### config.mk
export PLATFORM = sky130hd
export DESIGN_NAME = piezo_multi_sequencer
export DESIGN_NICKNAME = d
export VERILOG_FILES = /design/src/rtl/piezo_multi_sequencer.sv
export SDC_FILE = /design/constraint.sdc
export NUM_CORES = 1
export LEC_CHECK = 0
export ABC_AREA = 1
export CAP_MARGIN = 20
export CORE_MARGIN = 8
export CORE_UTILIZATION = 50
export DETAILED_ROUTE_END_ITERATION = 8
export PLACE_DENSITY = 0.69
export SLEW_MARGIN = 20
export SYNTH_ARGS = -nofsm -noshare
export SYNTH_HDL_FRONTEND = slang
export SYNTH_SLANG_ARGS = --single-unit
### constraint.sdc
create_clock -name clk_clk -period 4.6 [get_ports clk_clk]
set_input_delay 0.46 -clock clk_clk [delete_from_list [all_inputs] [get_ports clk_clk]]
set_output_delay 0.46 -clock clk_clk [all_outputs]
set_load 0.01 [all_outputs]
### src/rtl/piezo_multi_sequencer.sv
// Multi-channel piezo pulse scheduler with wrap-safe absolute-time firing
// and a first-word-fall-through timestamp FIFO for external trigger edges.
//
// Channel FSM:
//   state    | meaning
//   ---------+-------------------------------------------------------
//   ST_IDLE  | no schedule pending, output low
//   ST_ARMED | time/width loaded, waiting for registered due compare
//   ST_PULSE | output high, width down-counter running to 1
module piezo_multi_sequencer #(
   parameter int NUM_CH     = 4,
   parameter int TIME_W     = 32,
   parameter int WIDTH_W    = 16,
   parameter int FIFO_DEPTH = 8,
   localparam int CH_W      = (NUM_CH > 1) ? $clog2(NUM_CH) : 1
) (
   input  logic               clk_clk,
   input  logic               reset_reset,
   input  logic [TIME_W-1:0]  time_now,
   input  logic               sched_valid,
   output logic               sched_ready,
   input  logic [CH_W-1:0]    sched_ch,
   input  logic [TIME_W-1:0]  sched_time,
   input  logic [WIDTH_W-1:0] sched_width,
   input  logic               piezo_enable_in,
   output logic [NUM_CH-1:0]  piezo_out,
   output logic [NUM_CH-1:0]  ch_armed,
   output logic [NUM_CH-1:0]  ch_busy,
   input  logic               event_trigger,
   output logic               evt_valid,
   input  logic               evt_ready,
   output logic [TIME_W-1:0]  evt_time,
   output logic               evt_overflow,
   input  logic               evt_ovf_clr
);

   localparam int AW = $clog2(FIFO_DEPTH);

   typedef enum logic [1:0] {ST_IDLE, ST_ARMED, ST_PULSE} state_t;

   logic [NUM_CH-1:0] busy_vec;
   logic [NUM_CH-1:0] armed_vec;
   logic              sel_pulse;

   // A pulsing channel only accepts a cancel; other channels always accept.
   always_comb begin
      sel_pulse = 1'b0;
      for (int i = 0; i < NUM_CH; i++) begin
         if (int'(sched_ch) == i) sel_pulse = busy_vec[i];
      end
      sched_ready = !reset_reset && (!sel_pulse || (sched_width == '0));
   end

   for (genvar i = 0; i < NUM_CH; i++) begin : g_ch
      state_t             state;
      logic [TIME_W-1:0]  fire_time;
      logic [WIDTH_W-1:0] cnt;
      logic [TIME_W-1:0]  diff;
      logic               due_q;
      logic               armed_q;
      logic               pulse_q;
      logic               hit;

      // Sign bit of the modular difference gives a wrap-safe "time reached".
      assign diff = time_now - fire_time;
      assign hit  = sched_valid && sched_ready && (int'(sched_ch) == i);

      // Channel sequencing: accept/cancel, registered due compare, width countdown.
      always_ff @(posedge clk_clk) begin
         if (reset_reset) begin
            state     <= ST_IDLE;
            fire_time <= '0;
            cnt       <= '0;
            due_q     <= 1'b0;
            armed_q   <= 1'b0;
            pulse_q   <= 1'b0;
         end else if (hit) begin
            due_q   <= 1'b0;
            pulse_q <= 1'b0;
            if (sched_width != '0) begin
               state     <= ST_ARMED;
               fire_time <= sched_time;
               cnt       <= sched_width;
               armed_q   <= 1'b1;
            end else begin
               state   <= ST_IDLE;
               armed_q <= 1'b0;
            end
         end else begin
            case (state)
               ST_ARMED: begin
                  due_q <= !diff[TIME_W-1];
                  if (due_q) begin
                     state   <= ST_PULSE;
                     due_q   <= 1'b0;
                     armed_q <= 1'b0;
                     pulse_q <= 1'b1;
                  end
               end
               ST_PULSE: begin
                  if (cnt == WIDTH_W'(1)) begin
                     state   <= ST_IDLE;
                     pulse_q <= 1'b0;
                  end else begin
                     cnt <= cnt - WIDTH_W'(1);
                  end
               end
               default: due_q <= 1'b0;
            endcase
         end
      end

      assign busy_vec[i]  = pulse_q;
      assign armed_vec[i] = armed_q;
   end

   assign ch_busy   = busy_vec;
   assign ch_armed  = armed_vec;
   // Gate sits after the register so a gated pulse is still consumed.
   assign piezo_out = busy_vec & {NUM_CH{piezo_enable_in}};

   logic sync1, sync2, sync3, rise_q;

   // Two-flop synchroniser, a history flop, and a registered rising-edge strobe.
   always_ff @(posedge clk_clk) begin
      if (reset_reset) begin
         sync1  <= 1'b0;
         sync2  <= 1'b0;
         sync3  <= 1'b0;
         rise_q <= 1'b0;
      end else begin
         sync1  <= event_trigger;
         sync2  <= sync1;
         sync3  <= sync2;
         rise_q <= sync2 & ~sync3;
      end
   end

   logic [TIME_W-1:0] mem [FIFO_DEPTH];
   logic [AW:0]       wr_ptr, rd_ptr;
   logic              empty, full, pop, push_ok;

   assign empty   = (wr_ptr == rd_ptr);
   assign full    = (wr_ptr[AW] != rd_ptr[AW]) && (wr_ptr[AW-1:0] == rd_ptr[AW-1:0]);
   assign pop     = evt_ready && !empty;
   // A pop in the same cycle frees the slot, so a full FIFO can still take the push.
   assign push_ok = rise_q && (!full || pop) && !reset_reset;

   // Timestamp storage; contents need no reset since the pointers define validity.
   always_ff @(posedge clk_clk) begin
      if (push_ok) mem[wr_ptr[AW-1:0]] <= time_now;
   end

   // Pointer bookkeeping and sticky overflow (a new drop beats a clear).
   always_ff @(posedge clk_clk) begin
      if (reset_reset) begin
         wr_ptr       <= '0;
         rd_ptr       <= '0;
         evt_overflow <= 1'b0;
      end else begin
         if (push_ok) wr_ptr <= wr_ptr + (AW+1)'(1);
         if (pop)     rd_ptr <= rd_ptr + (AW+1)'(1);
         if (rise_q && full && !pop) evt_overflow <= 1'b1;
         else if (evt_ovf_clr)       evt_overflow <= 1'b0;
      end
   end

   assign evt_valid = !empty;
   assign evt_time  = empty ? '0 : mem[rd_ptr[AW-1:0]];

endmodule

# Yosys cells after proc, flatten, opt, wreduce, memory -nomap -nowiden
# Memory sizes are Yosys's and may differ from the RTL's. A register that Yosys moved wholly into a read port is not among the register bits.
# Cells that the tools add are included.
dict set report classes {
  add_sub_neg 10
  n_eq_ne 42
  mux 74
  bitwise_logic 3
  n_reduce_logical 71
}
# op n
set op_table {}
lappend op_table {{2-to-1 mux 16 bit} 13}
lappend op_table {{subtractor 32 bit} 4}
lappend op_table {{equality test 16 x 1 -> 1 bit, second input constant} 4}
lappend op_table {{subtractor 16 x 1 -> 16 bit, second input constant} 4}
lappend op_table {{AND reduction 3 bit} 12}
lappend op_table {{2-to-1 mux 1 bit} 34}
lappend op_table {{nonzero test 2 bit} 17}
lappend op_table {{2-to-1 mux 32 bit} 1}
lappend op_table {{2-to-1 mux 2 bit} 12}
lappend op_table {{inequality test 2 bit, second input constant} 12}
lappend op_table {{inequality test 3 bit, second input constant} 8}
lappend op_table {{logical NOT 16 bit} 1}
lappend op_table {{one-hot mux 1 bit (2 select lines)} 8}
lappend op_table {{one-hot mux 2 bit (2 select lines)} 4}
lappend op_table {{AND reduction 2 bit} 8}
lappend op_table {{nonzero test 16 bit} 1}
lappend op_table {{equality test 2 bit, second input constant} 6}
lappend op_table {{logical AND 1 bit} 12}
lappend op_table {{nonzero test 3 bit} 4}
lappend op_table {{equality test 2 x 1 -> 1 bit, second input constant} 5}
lappend op_table {{logical NOT 1 bit} 9}
lappend op_table {{adder 4 x 1 -> 4 bit, second input constant} 2}
lappend op_table {{inequality test 2 x 1 -> 1 bit, second input constant} 4}
lappend op_table {{OR reduction 2 bit} 4}
lappend op_table {{9 further kinds} 11}
dict set report word_totals {
  regBits 225
  ramBits 256
  input_bits 89
  output_inout_bits 47
  elab_cells 232
  memories 1
}
# name words width read_ports rd_clocked_by_memory_dff write_ports line
set mem_list {}
lappend mem_list {mem 8 32 1 1 1 139} ;# logic [TIME_W-1:0] mem [FIFO_DEPTH];

# Depth between registers and ports, before layout
# Gate-level depths: netlist of the first run.
dict set report depth {
  ltp_word 12
  mapped_depth 15
  mapped_depth_nobuf 15
}

# Least setup slack after synthesis of the first run
# OpenSTA, ideal clock, no wires.
dict set report synth_path {
  kind {input-to-reg}
  startpoint {input reset_reset}
  endpoint {memory mem[6][0] (enable)}
  setup_ns 0.461
  t_arrival_ns 3.624
  required_time_ns 4.139
  path_slack_ns 0.515
  path_stages 5
  n_path_buf 2
  path_cell_list {clkbuf_1 -> inv_2 -> clkbuf_1 -> nand4_1 -> nor3_1}
}
dict set report synth_via {
  elab_chain_len 4
}
# item line
set synth_rtl {}
lappend synth_rtl {{from (decl)} 18} ;# input logic reset_reset,
lappend synth_rtl {{logical NOT 1 bit} 147} ;# assign push_ok = rise_q && (!full || pop) && !reset_reset;
lappend synth_rtl {{logical AND 1 bit} 147}
lappend synth_rtl {{2-to-1 mux 1 bit} 151} ;# if (push_ok) mem[wr_ptr[AW-1:0]] <= time_now;
lappend synth_rtl {{2-to-1 mux 1 bit (not written as such)} 151}
lappend synth_rtl {{to (decl)} 139}
# No other way between the ends.

==> insert_results.sql, run 1 <==
INSERT INTO impl_metrics (metric_group, metric, value, unit) VALUES
('run_status', 'status', 'complete, no violations', ''),
('sta', 'finalSetupViolations', '0', ''),
('critical_path', 'critical_path_required', '4140', 'ps'),
('clock_network', 'ctsResizeCount', '0', ''),
('grt', 'grt_start_max_net_pins', '77', ''),
('critical_path', 'rr_endpoint', 'g_ch[1].fire_time[14]', ''),
('synth', 'syn_nets', '3134', ''),
('die', 'initial_standard_cell_utilization_of_the_core', '50.6', '%'),
('critical_path', 'kind_of_critical_path', 'flip-flop to output pin', ''),
('synth', 'async_flop_share', '0', '%'),
('sta', 'final_hold_vio_count', '0', ''),
('sta', 'timing_max_transition_violations_final', '0', ''),
('grt', 'globalRouteOverflowTotal', '0', ''),
('clock_network', 'clkLatencyLatePin', '600', 'ps'),
('synth', 'postSynth.topFlopCell', 'edfxtp_1', ''),
('layout', 'area.growth.synth_to_final', '14.4', '%'),
('power', 'cellLeakagePower', '11.4', 'nW'),
('drt', 'drc', '0', ''),
('synth', 'ys_seq_elements', '484', ''),
('critical_path', 'worstPathArrival', '3500', 'ps'),
('critical_path', 'cp_num_buf_inv', '2', ''),
('critical_path', 'worst-path-max-fanout', '68', ''),
('grt', 'antenna_found_initial', '2', ''),
('sta', 'timing.final.crit_period', '3960', 'ps'),
('clock_network', 'clock_sinks', '484', ''),
('power', 'power_per_cell_area', '376', 'mW/mm^2'),
('critical_path', 'critPathSlowestCell', 'dfxtp_4', ''),
('drt', 'drtIter0Drc', '1322', ''),
('critical_path', 'timing.critical_path.depth', '6', ''),
('grt', 'grt_first_pass_wirelength', '99400', 'um'),
('critical_path', 'cp_cell_sequence', 'buf_4 > o21ai_0 > o22ai_1 > o21ai_0 > a31oi_1 > clkdlybuf4s50_1', ''),
('die', 'ioPinCount', '136', ''),
('clock_network', 'htree_levels', '2', ''),
('sta', 'grt_setup_unrepaired', 'no', ''),
('drt', 'routedWlPerCell', '17.1', 'um'),
('drt', 'final_antenna_net_count', '0', ''),
('grt', 'grt.total_usage', '21.8', '%'),
('layout', 'final_net_count', '3218', ''),
('placement', 'dpl_wire_length', '40100', 'um'),
('clock_network', 'cts_tree', 'yes', ''),
('grt', 'first_global_vias', '19200', ''),
('critical_path', 'cp-endpoint', 'evt_time[28]', ''),
('clock_network', 'clk_path_buf_depth', '3', ''),
('critical_path', 'critical-path-top-cell-by-count', 'o21ai_0', ''),
('die', 'die-height', '236', 'um'),
('clock_network', 'cts.reportedPaths.clkPinSlew', '60', 'ps'),
('critical_path', 'rrSetupSlack', '2130', 'ps'),
('layout', 'post_route_cells_drive_above_1_share', '4.97', '%'),
('sta', 'timing.slew.headroom', '33.4', '%'),
('clock_network', 'post-cts-setup-buffer-count', '0', ''),
('layout', 'finalInstanceArea', '0.0276', 'mm^2'),
('drt', 'via_density_per_instance', '5.35', ''),
('critical_path', 'critical_path.max_stage_delay', '770', 'ps'),
('synth', 'synth.cell_area', '0.0242', 'mm^2'),
('synth', 'synth_area_per_cell', '8.29', 'um^2'),
('synth', 'syn-instance-count', '2915', ''),
('die', 'dieArea', '0.0556', 'mm^2'),
('die', 'rows', '80', ''),
('synth', 'yosys_warnings', '0', ''),
('power', 'vdd.ir_drop.worst', '0.000283', 'V'),
('die', 'floorplan.core_area', '0.0477', 'mm^2'),
('die', 'die_x', '236', 'um'),
('placement', 'placedInstanceArea', '0.0260', 'mm^2'),
('critical_path', 'beginning_of_the_worst_register_to_register_path', 'g_ch[0].pulse_q', ''),
('critical_path', 'crit_path_end_kind', 'output pin', ''),
('drt', 'route.final.wire_length', '62400', 'um'),
('critical_path', 'timing.critical_path.from_type', 'flip-flop', ''),
('critical_path', 'worst_path_dominant_cell_family', 'buffers and inverters', ''),
('sta', 'fin_skew', '10.3', 'ps'),
('worst_hold_path', 'holdCritPathClass', 'flip-flop to flip-flop', ''),
('layout', 'number_of_antenna_cells_inserted', '0', '');
[cells in the final DEF (no fill, tap or decap), types with 53 or more instances in the layout]
cell type / instances
nor2_1: 702
clkdlybuf4s50_1: 135
nand2_1: 411
inv_1: 299
a21oi_1: 58
o21ai_1: 58
o21ai_0: 315
nand3_1: 96
ha_1: 130
dfxtp_1: 226
xor2_1: 55
clkbuf_16: 53
edfxtp_1: 256
[worst reg2reg max path: stages (launching register included)]
cell	delay, ps
dfxtp_1	390
inv_1	80
nand2_1	50
o21ai_1	100
nor2_2	90
a21oi_4	370
nand4_4	810
nor2_1	360
nor2_1	90
[where the power goes]
| group | leakage, nW | switching, W | total [W] | internal, W |
|---|---|---|---|---|
| Clock | 0.807 | 0.00172 | 0.00406 | 0.00234 |
| Combinational | 6.47 | 0.00102 | 0.00166 | 0.000637 |
| Sequential | 4.15 | 0.0000711 | 0.00468 | 0.00461 |
| Total | 11.4 | 0.00281 | 0.0104 | 0.00759 |
[metrics by stage]
stage               hold WS (ps)  worst slack, ps  util [%]  std cells  power (W)
floorplan                    373              515         -       2915    0.00578
global placement             377             1300      54.4       3559    0.00637
detailed placement           383             1210      54.4       3559    0.00641
CTS                          392              608      57.8       3653     0.0105
global route                 425              414      57.9       3654     0.0108
finish                       390              640      57.9       3654     0.0104
[cell type report]
cell class | count | area, um^2
Fill cell | 4131 | 20100
Clock inverter | 24 | 219
Sequential cell | 484 | 12300
Clock buffer | 70 | 1420
Timing Repair Buffer | 164 | 1600
Multi-Input combinational cell | 1985 | 10200
Inverter | 312 | 1170
Tap cell | 615 | 769
[worst min-delay path by stage]
stage | startpoint | to | slack, ps | cells after the start
global route | sync1 | sync2 | 420 | 2
global placement | sync3 | rise_q | 380 | 1
finish | sync3 | rise_q | 390 | 1
CTS | sync3 | rise_q | 390 | 1
floorplan | sync3 | rise_q | 370 | 1
detailed placement | sync3 | rise_q | 380 | 1
[synthesized netlist by cell type (8+ instances only)]
cell | instances | area, um^2
a21o_1 | 8 | 60.1
a31oi_1 | 32 | 200
a21oi_1 | 58 | 290
o21ai_0 | 315 | 1580
nand3_1 | 96 | 480
buf_4 | 11 | 82.6
o21ai_1 | 58 | 290
clkbuf_1 | 83 | 312
o22ai_1 | 32 | 200
inv_2 | 10 | 37.5
dfxtp_1 | 228 | 4560
buf_1 | 8 | 30.0
nand4_1 | 22 | 138
xor2_1 | 55 | 482
buf_2 | 29 | 145
nand4_4 | 8 | 170
edfxtp_1 | 256 | 7690
inv_1 | 300 | 1130
nor2_1 | 707 | 2650
nor2_4 | 9 | 101
ha_1 | 130 | 1630
nand2_1 | 411 | 1540
nor3_1 | 21 | 105
[flip-flops by register name (all words and copies together) (netlist names), 8 cells and up, named ones only]
register        flops
g_ch.state          8
mem               256
g_ch.fire_time    128
g_ch.cnt           64
[cell families after synthesis]
| logic type | synth area share (%) |
|---|---|
| adders and majority gates | 6.73 |
| AOI/OAI and AO/OA | 10.9 |
| DFF | 50.7 |
| and+or+nand+nor | 22.2 |
| buffers and inverters | 7.29 |
| xor gates and xnor gates | 2.10 |
[per-layer routing]
metal / track usage, % / part of all wire (%) / up-vias
met3: 3.47 / 6.7 / 124
met2: 37.3 / 47 / 618
met4: 8.35 / 3.2 / 4
met1: 27.5 / 43 / 9105
li1: - / - / 9705
met5: 0 / 0.035 / -
Power figures use the tool's default switching activity.
==> run 2: changes to the inputs <==
Settings changed: CTS_BUF_LIST set to sky130_fd_sc_hd__clkbuf_16.
==> run 2 against run 1 <==
Effect of this change: core utilization is 0.063 points lower; register-to-register slack about the same; maximum frequency rose by 0.11%; critical path depth unchanged; clock-buffer cell count shrank 17; final cell count stayed put; combinational power about the same; worst setup slack improved by 4.3 ps; via count up 0.29%; clock skew up 1.4 ps; largest cell class unchanged.
==> insert_results.sql, run 2 (same netlist as run 1, synthesis figures left out) <==
INSERT INTO impl_metrics (metric_group, metric, value, unit) VALUES
('layout', 'post_route_cells_drive_above_1_share', '4.87', '%'),
('grt', 'first_global_vias', '19200', ''),
('sta', 'final_hold_vio_count', '0', ''),
('sta', 'worst_pin_slew', '989', 'ps'),
('die', 'ioPinCount', '136', ''),
('layout', 'area_of_combinational_cells_with_multiple_inputs', '0.0102', 'mm^2'),
('clock_network', 'cts.reportedPaths.clkPinSlew', '60', 'ps'),
('grt', 'grt_first_pass_wirelength', '99300', 'um'),
('critical_path', 'critical_path_required', '4140', 'ps'),
('critical_path', 'timing.critical_path.from_type', 'flip-flop', ''),
('grt', 'antenna_found_initial', '2', ''),
('placement', 'dp_slack', '1210', 'ps'),
('layout', 'layout_commonest_cell', 'nor2_1', ''),
('drt', 'via_density_per_instance', '5.37', ''),
('clock_network', 'clock_tree.root_cell', 'clkbuf_16', ''),
('power', 'vdd.ir_drop.worst', '0.000263', 'V'),
('placement', 'placedInstanceArea', '0.0260', 'mm^2'),
('power', 'power_per_cell_area', '374', 'mW/mm^2'),
('drt', 'firstDrtPassIters', '5', ''),
('clock_network', 'cts_tree', 'yes', ''),
('drt', 'drtIter0Drc', '1246', ''),
('sta', 'worst_slack', '644', 'ps'),
('die', 'floorplan.core_area', '0.0477', 'mm^2'),
('sta', 'max_freq', '253', 'MHz'),
('die', 'die_x', '236', 'um'),
('drt', 'route.final.wire_length', '62300', 'um'),
('clock_network', 'htree_levels', '2', ''),
('drt', 'drc', '0', ''),
('sta', 'min_period_over_period', '86.0', '%'),
('grt', 'grt.total_usage', '21.8', '%'),
('layout', 'finalInstanceArea', '0.0276', 'mm^2'),
('flow_run', 'cap_violations', '0', ''),
('worst_hold_path', 'holdCritPathClass', 'flip-flop to flip-flop', ''),
('die', 'dieArea', '0.0556', 'mm^2'),
('sta', 'fin_hold_ws', '390', 'ps'),
('layout', 'final_net_count', '3218', ''),
('critical_path', 'kind_of_critical_path', 'flip-flop to output pin', ''),
('layout', 'mostFrequentLayoutCells', '702 x nor2_1, 411 x nand2_1, 315 x o21ai_0', ''),
('placement', 'gp_congestion', '0.888', ''),
('critical_path', 'crit_path_end_kind', 'output pin', ''),
('power', 'power_switching_share', '27.3', '%'),
('clock_network', 'clkLatencyLatePin', '600', 'ps'),
('sta', 'timing.final.crit_period', '3960', 'ps'),
('run_status', 'status', 'complete, no violations', ''),
('die', 'rows', '80', ''),
('placement', 'dpl_wire_length', '40100', 'um'),
('layout', 'number_of_antenna_cells_inserted', '0', ''),
('drt', 'final_antenna_net_count', '0', ''),
('placement', 'portBuffers', '135', ''),
('clock_network', 'ctsResizeCount', '0', ''),
('power', 'clock_power_share', '38.6', '%'),
('grt', 'globalRouteOverflowTotal', '0', ''),
('clock_network', 'cts_buffers', '52', ''),
('sta', 'grt_setup_unrepaired', 'no', ''),
('power', 'comb_power_share', '16.1', '%'),
('sta', 'fin_skew', '11.7', 'ps'),
('layout', 'nFillCells', '4133', ''),
('die', 'die-height', '236', 'um'),
('die', 'initial_standard_cell_utilization_of_the_core', '50.6', '%'),
('layout', 'area.growth.synth_to_final', '14.3', '%'),
('critical_path', 'worstPathArrival', '3500', 'ps'),
('power', 'seq_power_share', '45.4', '%'),
('layout', 'largest_register_ffs', '256', ''),
('sta', 'timing.slew.headroom', '34.0', '%'),
('grt', 'grt_start_max_net_pins', '77', ''),
('drt', 'via_count', '19600', ''),
('clock_network', 'clock_sinks', '484', ''),
('clock_network', 'postCtsHoldBufs', '0', ''),
('clock_network', 'post-cts-setup-buffer-count', '0', ''),
('sta', 'finalSetupTns', '0', 'ps'),
('layout', 'register_area', '0.0123', 'mm^2'),
('drt', 'routedWlPerCell', '17.1', 'um'),
('power', 'cellInternalPower', '0.00751', 'W'),
('sta', 'finalSetupViolations', '0', ''),
('sta', 'timing_max_transition_violations_final', '0', ''),
('critical_path', 'worst-path-max-fanout', '68', ''),
('clock_network', 'clk_path_buf_depth', '3', ''),
('power', 'netSwitchingPower', '0.00281', 'W'),
('power', 'cellLeakagePower', '11.5', 'nW'),
('critical_path', 'rrSetupSlack', '2130', 'ps');
[run 2: area by class of cell]
type	instances	share of cell area, %
clock inverter	41	1.02
timing repair buffer	164	5.80
clock buffer	53	4.81
sequential	484	44.4
multi-input combinational	1985	36.9
inverter	312	4.25
tap	615	2.79
[run 2: power by group through the flow]
stage,logic [W],registers [W],clock network [W]
6_report,0.00166,0.00468,0.00398
5_1_grt,0.00186,0.00469,0.00421
4_1_cts,0.00165,0.00468,0.00405
3_5_place_dp,0.00163,0.00478,0
3_3_place_gp,0.00160,0.00477,0
2_1_floorplan,0.00105,0.00474,0
[run 2: layer usage]
layer	GRT usage (%)	vias to the layer above	routed length, um
met5	0	-	22
met4	8.27	4	1990
met3	3.46	120	3960
met2	37.3	591	29600
met1	27.4	9197	26800
li1	-	9701	-
[run 2: worst paths after layout]
kind | start | to | cells past startpoint
setup / recovery | flip-flop | evt_time[28] | 6
hold / removal | sync3 | rise_q | 1
setup reg to reg | g_ch[0].pulse_q | g_ch[1].fire_time[14] | 8
hold reg to reg | sync3 | rise_q | 1
[run 2: through the flow]
step | power [W] | util (%) | cells
after floorplan | 0.00578 | - | 2915
after global placement | 0.00637 | 54.4 | 3559
after detailed placement | 0.00641 | 54.4 | 3559
after CTS | 0.0104 | 57.8 | 3653
after global routing | 0.0108 | 57.8 | 3654
final | 0.0103 | 57.8 | 3654
[run 2: worst max-delay path: stages, from the launching register on]
cell,delay [ps]
dfxtp_4,770
buf_4,680
o21ai_0,210
o22ai_1,270
o21ai_0,110
a31oi_1,220
clkdlybuf4s50_1,570
